### config.mk
export PLATFORM = sky130hd
export DESIGN_NAME = ctrl_relogio
export DESIGN_NICKNAME = d
export VERILOG_FILES = /design/src/rtl/ctrl_relogio.sv
export SDC_FILE = /design/constraint.sdc
export NUM_CORES = 1
export LEC_CHECK = 0
export ABC_AREA = 0
export BUFFER_PORTS_ARGS = -buffer_cell sky130_fd_sc_hd__buf_2
export CORE_UTILIZATION = 40
export CTS_BUF_LIST = sky130_fd_sc_hd__clkbuf_16
export CTS_CLUSTER_DIAMETER = 150
export DETAILED_ROUTE_END_ITERATION = 6
export GPL_ROUTABILITY_DRIVEN = 0
export SLEW_MARGIN = 30
export SYNTH_ARGS = -nofsm -noshare
export SYNTH_HDL_FRONTEND = slang
export SYNTH_SLANG_ARGS = --single-unit
### constraint.sdc
create_clock -name ctrl_clock -period 4.8 [get_ports ctrl_clock]
set_input_delay 0.72 -clock ctrl_clock [delete_from_list [all_inputs] [get_ports ctrl_clock]]
set_output_delay 0.72 -clock ctrl_clock [all_outputs]
set_load 0.01 [all_outputs]
### src/rtl/ctrl_relogio.sv
// rtl/ctrl_relogio.sv - clock control FSM: second prescaler, run/set modes, button and carry handling
// Registered enable/clear pulses for the seconds/minutes/hours counters plus blink flag for the set field.

module ctrl_relogio #(
  parameter int DIV = 50000000
) (
  input  logic       ctrl_clock,
  input  logic       ctrl_reset,
  input  logic       ctrl_btn_mode,
  input  logic       ctrl_btn_inc,
  input  logic       ctrl_addminuto,
  input  logic       ctrl_addhora,
  output logic       ctrl_en_s,
  output logic       ctrl_en_m,
  output logic       ctrl_en_h,
  output logic       ctrl_clr_s,
  output logic       ctrl_blink,
  output logic [1:0] ctrl_estado
);

  localparam int W = (DIV > 1) ? $clog2(DIV) : 1;
  localparam logic [W-1:0] PRESC_LAST = W'(DIV - 1);
  localparam logic [W-1:0] PRESC_HALF = W'(DIV / 2);

  typedef enum logic [1:0] {
    ST_RUN   = 2'b00,
    ST_SET_H = 2'b01,
    ST_SET_M = 2'b10
  } state_t;

  state_t         state;
  logic [W-1:0]   presc;
  logic           mode_d;
  logic           inc_d;
  logic           min_d;
  logic           hora_d;

  logic           mode_press;
  logic           inc_press;
  logic           min_rise;
  logic           hora_rise;
  logic           presc_last;

  // A mode press in the same cycle swallows any inc press.
  always_comb begin
    mode_press = ctrl_btn_mode & ~mode_d;
    inc_press  = ctrl_btn_inc & ~inc_d & ~mode_press;
    min_rise   = ctrl_addminuto & ~min_d;
    hora_rise  = ctrl_addhora & ~hora_d;
    presc_last = (presc == PRESC_LAST);
  end

  always_ff @(posedge ctrl_clock) begin
    if (ctrl_reset) begin
      state      <= ST_RUN;
      presc      <= '0;
      mode_d     <= 1'b1;
      inc_d      <= 1'b1;
      min_d      <= 1'b0;
      hora_d     <= 1'b0;
      ctrl_en_s  <= 1'b0;
      ctrl_en_m  <= 1'b0;
      ctrl_en_h  <= 1'b0;
      ctrl_clr_s <= 1'b0;
      ctrl_blink <= 1'b1;
    end else begin
      mode_d     <= ctrl_btn_mode;
      inc_d      <= ctrl_btn_inc;
      min_d      <= ctrl_addminuto;
      hora_d     <= ctrl_addhora;

      ctrl_en_s  <= (state == ST_RUN) && presc_last;
      ctrl_en_m  <= ((state == ST_RUN) && min_rise) || ((state == ST_SET_M) && inc_press);
      ctrl_en_h  <= ((state == ST_RUN) && hora_rise) || ((state == ST_SET_H) && inc_press);
      ctrl_clr_s <= (state == ST_SET_M) && mode_press;
      ctrl_blink <= (state == ST_RUN) || (presc < PRESC_HALF);

      presc <= presc_last ? '0 : presc + 1'b1;

      // Entering and leaving set mode restarts the second so the display phase is predictable.
      if (mode_press) begin
        case (state)
          ST_RUN: begin
            state <= ST_SET_H;
            presc <= '0;
          end
          ST_SET_H: state <= ST_SET_M;
          ST_SET_M: begin
            state <= ST_RUN;
            presc <= '0;
          end
          default: begin
            state <= ST_RUN;
            presc <= '0;
          end
        endcase
      end
    end
  end

  assign ctrl_estado = state;

endmodule

==> impl_metrics.ini, run 1 <==
[run_status]
status = finished clean

[critical_path]
critPathBufInv = 0
cp_slowest_cell = or4_1
crit_chain = nand4_1 -> or4_1 -> or4_1 -> a21oi_1
max_stage_delay_ns = 0.78
cpMostUsedCell = or4_1
cp_max_fo = 11
critPathCaptureType = register
startpoint_type = register
crit_required_ns = 5.00
worst_path_dominant_cell_family = simple AND/OR/NAND/NOR gates
cp_data_arrival_time_ns = 2.49
crit_type = register to register

[yosys]
async_reset_ff_share_pct = 0
synth-edff-count = 0
ys_types = 36
yosysTopAreaCellShare_pct = 45.6
ys_top_cells_by_area = dfxtp_1 (46%), xnor2_1 (6.5%), nor2_1 (5.5%)
syn_area_per_cell_um2 = 8.88
ys_top_cells_by_count = dfxtp_1 (37), nor2_1 (24), a21oi_1 (12), xnor2_1 (12), nand3_1 (10)
ys_ff_latch = 37
synth_nets = 191
synthCells = 183
yosysTopAreaCell = dfxtp_1
ys_warn_count = 0
synthesis.area_um2 = 1630
synth_ff_type = dfxtp_1
seq_area_frac_synth_pct = 45.6
synth.most_common_cell = dfxtp_1

[job]
max_cap_violations = 0

[drt]
drcViolationCount = 0
drt_wl_total_mm = 3.08
drtIter0Drc = 63
dr.pass1.iters = 4
num_vias = 1316
antenna_left = 0
wire_per_inst_um = 12.7
detail_route.vias_per_cell = 5.42

[sta]
max_clock_freq_mhz = 436
min_period_ns = 2.29
timing.slew.headroom_pct = 58.9
fin_crit_sh_pct = 47.8
slew_violations = 0
rsz0062_at_grt = false
worst_pin_slew_ns = 0.615
hold_violations = 0
tns_ns = 0
setup-violations-final = 0
finClkSkew_ns = 0.00412

[cts]
cts_resized = 0
cts_hold_buf = 0
cts_buffers = 5
clk_pin_slew_ns = 0.05
cts_setup_buffers = 0
numClockSinks = 37
cts_root_buf = clkbuf_16
clk_latency_ns = 0.27
htreeDepth = 2
cts_tree = built
clk_path_buf_depth = 2

[global_routing]
grt_pass1_vias = 1239
antenna_found_initial = 0
grt_pass1_wl_mm = 5.48
grt_start_max_net_pins = 26
track_usage_pct = 16.5
grt_overflow = 0

[place]
dp_hpwl_mm = 2.18
io_buffer_count = 12

[floorplan]
core_um2 = 3770
die_w_um = 65.7
die_area_um2 = 4320
num_rows = 22
die_y_um = 65.7
initial_core_util_pct = 43.1
ios = 13

[cells_and_area]
finish.utilization_pct = 48.5
antenna_cells = 0
drive_gt1_share_pct = 10.8
fillers = 349
fin_nets = 203
syn_to_final_growth_pct = 12.5

[power]
vdd_drop_max_v = 0.000203
p_leak_nw = 0.593
power_density_nw_per_um2 = 347

[min_path]
hp-class = register to register
final cells by class:
class | count | area [µm²] | share of cell area (%)
Clock buffer | 5 | 125 | 6.84
Clock inverter | 2 | 7.51 | 0.411
Inverter | 6 | 22.5 | 1.23
Multi-Input combinational cell | 133 | 812 | 44.4
Sequential cell | 37 | 741 | 40.5
Tap cell | 48 | 60.1 | 3.29
Timing Repair Buffer | 12 | 60.1 | 3.29
report_power, final:
part           switching, mW  leakage (nW)  internal [mW]  total (mW)
Sequential           0.00505         0.300          0.313       0.318
Clock                  0.108        0.0685          0.185       0.294
Combinational         0.0127         0.224        0.00933      0.0220
registers in the layout (all words and copies together), names as in the netlist:
signal	flops
hora_d	1
ctrl_clr_s	1
ctrl_en_h	1
ctrl_blink	1
inc_d	1
mode_d	1
presc	26
ctrl_en_s	1
min_d	1
ctrl_en_m	1
ctrl_estado	2
per-stage QoR:
step	area, µm²	power, mW	instances	hold WS, ns	setup slack [ns]
floorplan	1630	0.341	183	0.444	2.80
global placement	1700	0.346	236	0.468	2.53
detailed placement	1700	0.347	236	0.477	2.51
CTS	1830	0.642	243	0.488	2.50
global route	1830	0.660	243	0.523	2.34
finish	1830	0.634	243	0.485	2.51
per-layer routing:
metal / up-vias / track usage (%) / share of wire (%)
li1: 677 / - / -
met1: 619 / 20.3 / 49
met2: 15 / 27.0 / 47
met3: 5 / 4.17 / 2.9
met4: 0 / 6.79 / 1.4
met5: - / 0 / 0
final timing paths:
path	from	end	slack [ns]	cells past startpoint
min	presc[0]$_SDFF_PP0_	presc[0]$_SDFF_PP0_	0.49	1
max reg2reg	presc[5]$_SDFF_PP0_	presc[25]$_SDFF_PP0_	2.51	4
max	presc[5]$_SDFF_PP0_	presc[25]$_SDFF_PP0_	2.51	4
min reg2reg	presc[0]$_SDFF_PP0_	presc[0]$_SDFF_PP0_	0.49	1
layout by cell type (no fill, tap or decap), types with 5 or more instances in the layout:
cell type	count
nand2_1	7
xnor2_1	12
buf_2	12
clkbuf_16	5
dfxtp_1	37
nor3_1	7
nand3_1	10
o21ai_0	7
a21oi_1	12
o31ai_1	5
or4_1	9
or3_1	6
nor2_1	24
nand4_1	5
inv_1	7
logic make-up (layout without fill, tap and decap cells):
logic type | after synthesis | count (layout) | synth area share, %
adder cells (fa/ha/maj) | 2 | 2 | 1.54
AND/OR/NAND/NOR | 86 | 86 | 28.8
multiplexers | 1 | 1 | 0.616
flip-flops | 37 | 37 | 45.6
XOR/XNOR | 13 | 13 | 7.01
buffers and inverters | 13 | 25 | 4.46
AO/OA/AOI/OAI | 31 | 31 | 12.0
(Power assumes the default switching activity.)
==> run 2: changes to the inputs <==
- clock period: 4.8 -> 2.4 ns (I/O delays scaled with it)
==> impl_metrics.ini, run 2 (same netlist as run 1, synthesis figures left out) <==
[run_status]
status = finished clean

[sta]
rsz0062_at_grt = false
slew_violations = 0
max_clock_freq_mhz = 491
min_period_ns = 2.04
tns_ns = 0
worst_pin_slew_ns = 0.414
hold_violations = 0
fin_crit_sh_pct = 84.8
timing.slew.headroom_pct = 72.4
setup-violations-final = 0
finClkSkew_ns = 0.00381

[job]
max_cap_violations = 0

[cts]
htreeDepth = 2
cts_tree = built
cts_resized = 0
cts_setup_buffers = 0
clk_pin_slew_ns = 0.05
cts_root_buf = clkbuf_16
numClockSinks = 37
clk_path_buf_depth = 2
cts_buffers = 5
cts_hold_buf = 0
clk_latency_ns = 0.28

[drt]
antenna_left = 0
num_vias = 1333
drt_wl_total_mm = 3.27
dr.pass1.iters = 4
drtIter0Drc = 78
detail_route.vias_per_cell = 5.38
drcViolationCount = 0
wire_per_inst_um = 13.2

[critical_path]
worst_path_dominant_cell_family = simple AND/OR/NAND/NOR gates
startpoint_type = register
cp_slowest_cell = or4_1
cpMostUsedCell = or4_1
max_stage_delay_ns = 0.61
critPathCaptureType = register
critPathBufInv = 1
crit_type = register to register
crit_chain = or4_1 -> or4_1 -> o21ai_4 -> buf_12 -> nor2_1
crit_required_ns = 2.57
cp_data_arrival_time_ns = 2.21
cp_max_fo = 25

[cells_and_area]
finish.utilization_pct = 50.4
final_common_cell = dfxtp_1
multiInputGateArea_um2 = 812
antenna_cells = 0
most-common-layout-cells = dfxtp_1 (37), nor2_1 (24), a21oi_1 (12), xnor2_1 (12), buf_2 (12)
drive_gt1_share_pct = 13.0
fillers = 360
regArea_um2 = 741
fin_nets = 207
largest_reg_flops = 26
instances_no_fill = 248
regMostFlops = presc
syn_to_final_growth_pct = 16.9

[global_routing]
track_usage_pct = 17.9
grt_start_max_net_pins = 26
grt_overflow = 0
grt_pass1_wl_mm = 5.73
antenna_found_initial = 0
grt_pass1_vias = 1302

[floorplan]
die_area_um2 = 4320
num_rows = 22
core_um2 = 3770
die_y_um = 65.7
initial_core_util_pct = 43.1
die_w_um = 65.7
ios = 13

[min_path]
hp-class = input port to register

[power]
power_density_nw_per_um2 = 740
p_leak_nw = 0.629
vdd_drop_max_v = 0.000378

[place]
dp_hpwl_mm = 2.25
io_buffer_count = 12
place_inst = 240
==> run 2: changes by cell type in the layout (fill, tap and decap cells not counted) <==
cell	before	now
buf_4	0	3
buf_12	0	1
bufinv_16	0	1
==> run 2: area by class of cell <==
type,instances,area share (%)
multi-input combinational,133,42.7
sequential,37,39.0
clock buffer,5,6.58
timing repair buffer,16,5.40
tap,48,3.16
clock inverter,3,1.97
inverter,6,1.18
==> run 2: final timing paths <==
| path | start | to | slack, ns | depth (start not counted) |
|---|---|---|---|---|
| max | presc[10]$_SDFF_PP0_ | presc[2]$_SDFF_PP0_ | 0.36 | 5 |
| min | ctrl_btn_mode | mode_d$_SDFF_PP1_ | 0.27 | 2 |
| max reg2reg | presc[10]$_SDFF_PP0_ | presc[2]$_SDFF_PP0_ | 0.36 | 5 |
| min reg2reg | presc[0]$_SDFF_PP0_ | presc[0]$_SDFF_PP0_ | 0.49 | 1 |
==> run 2: worst register-to-register path: stages, from the launching register on <==
cell	delay [ns]
dfxtp_1	0.34
or4_1	0.56
or4_1	0.61
o21ai_4	0.18
buf_12	0.18
nor2_1	0.07
==> run 2: routing by layer <==
layer | GRT usage (%) | up-vias | part of all wire [%]
met5 | 0 | - | 0
met4 | 10.1 | 0 | 2.3
met3 | 4.86 | 8 | 3.8
met2 | 30.7 | 25 | 49
met1 | 19.8 | 612 | 45
li1 | - | 688 | -
==> run 2: report_power, final <==
part / internal (mW) / switching, mW
clock: 0.482 / 0.238
combinational: 0.0228 / 0.0266
sequential: 0.626 / 0.00957
==> run 2: per-stage QoR <==
| stage | setup WS [ns] | hold WS (ns) | instance area (µm²) | power (mW) |
|---|---|---|---|---|
| 6_report | 0.364 | 0.274 | 1900 | 1.41 |
| 3_3_place_gp | 0.385 | 0.458 | 1740 | 0.696 |
| 3_5_place_dp | 0.369 | 0.484 | 1740 | 0.699 |
| 2_1_floorplan | 0.404 | 0.444 | 1630 | 0.682 |
| 4_1_cts | 0.362 | 0.271 | 1900 | 1.42 |
| 5_1_grt | 0.202 | 0.274 | 1900 | 1.46 |
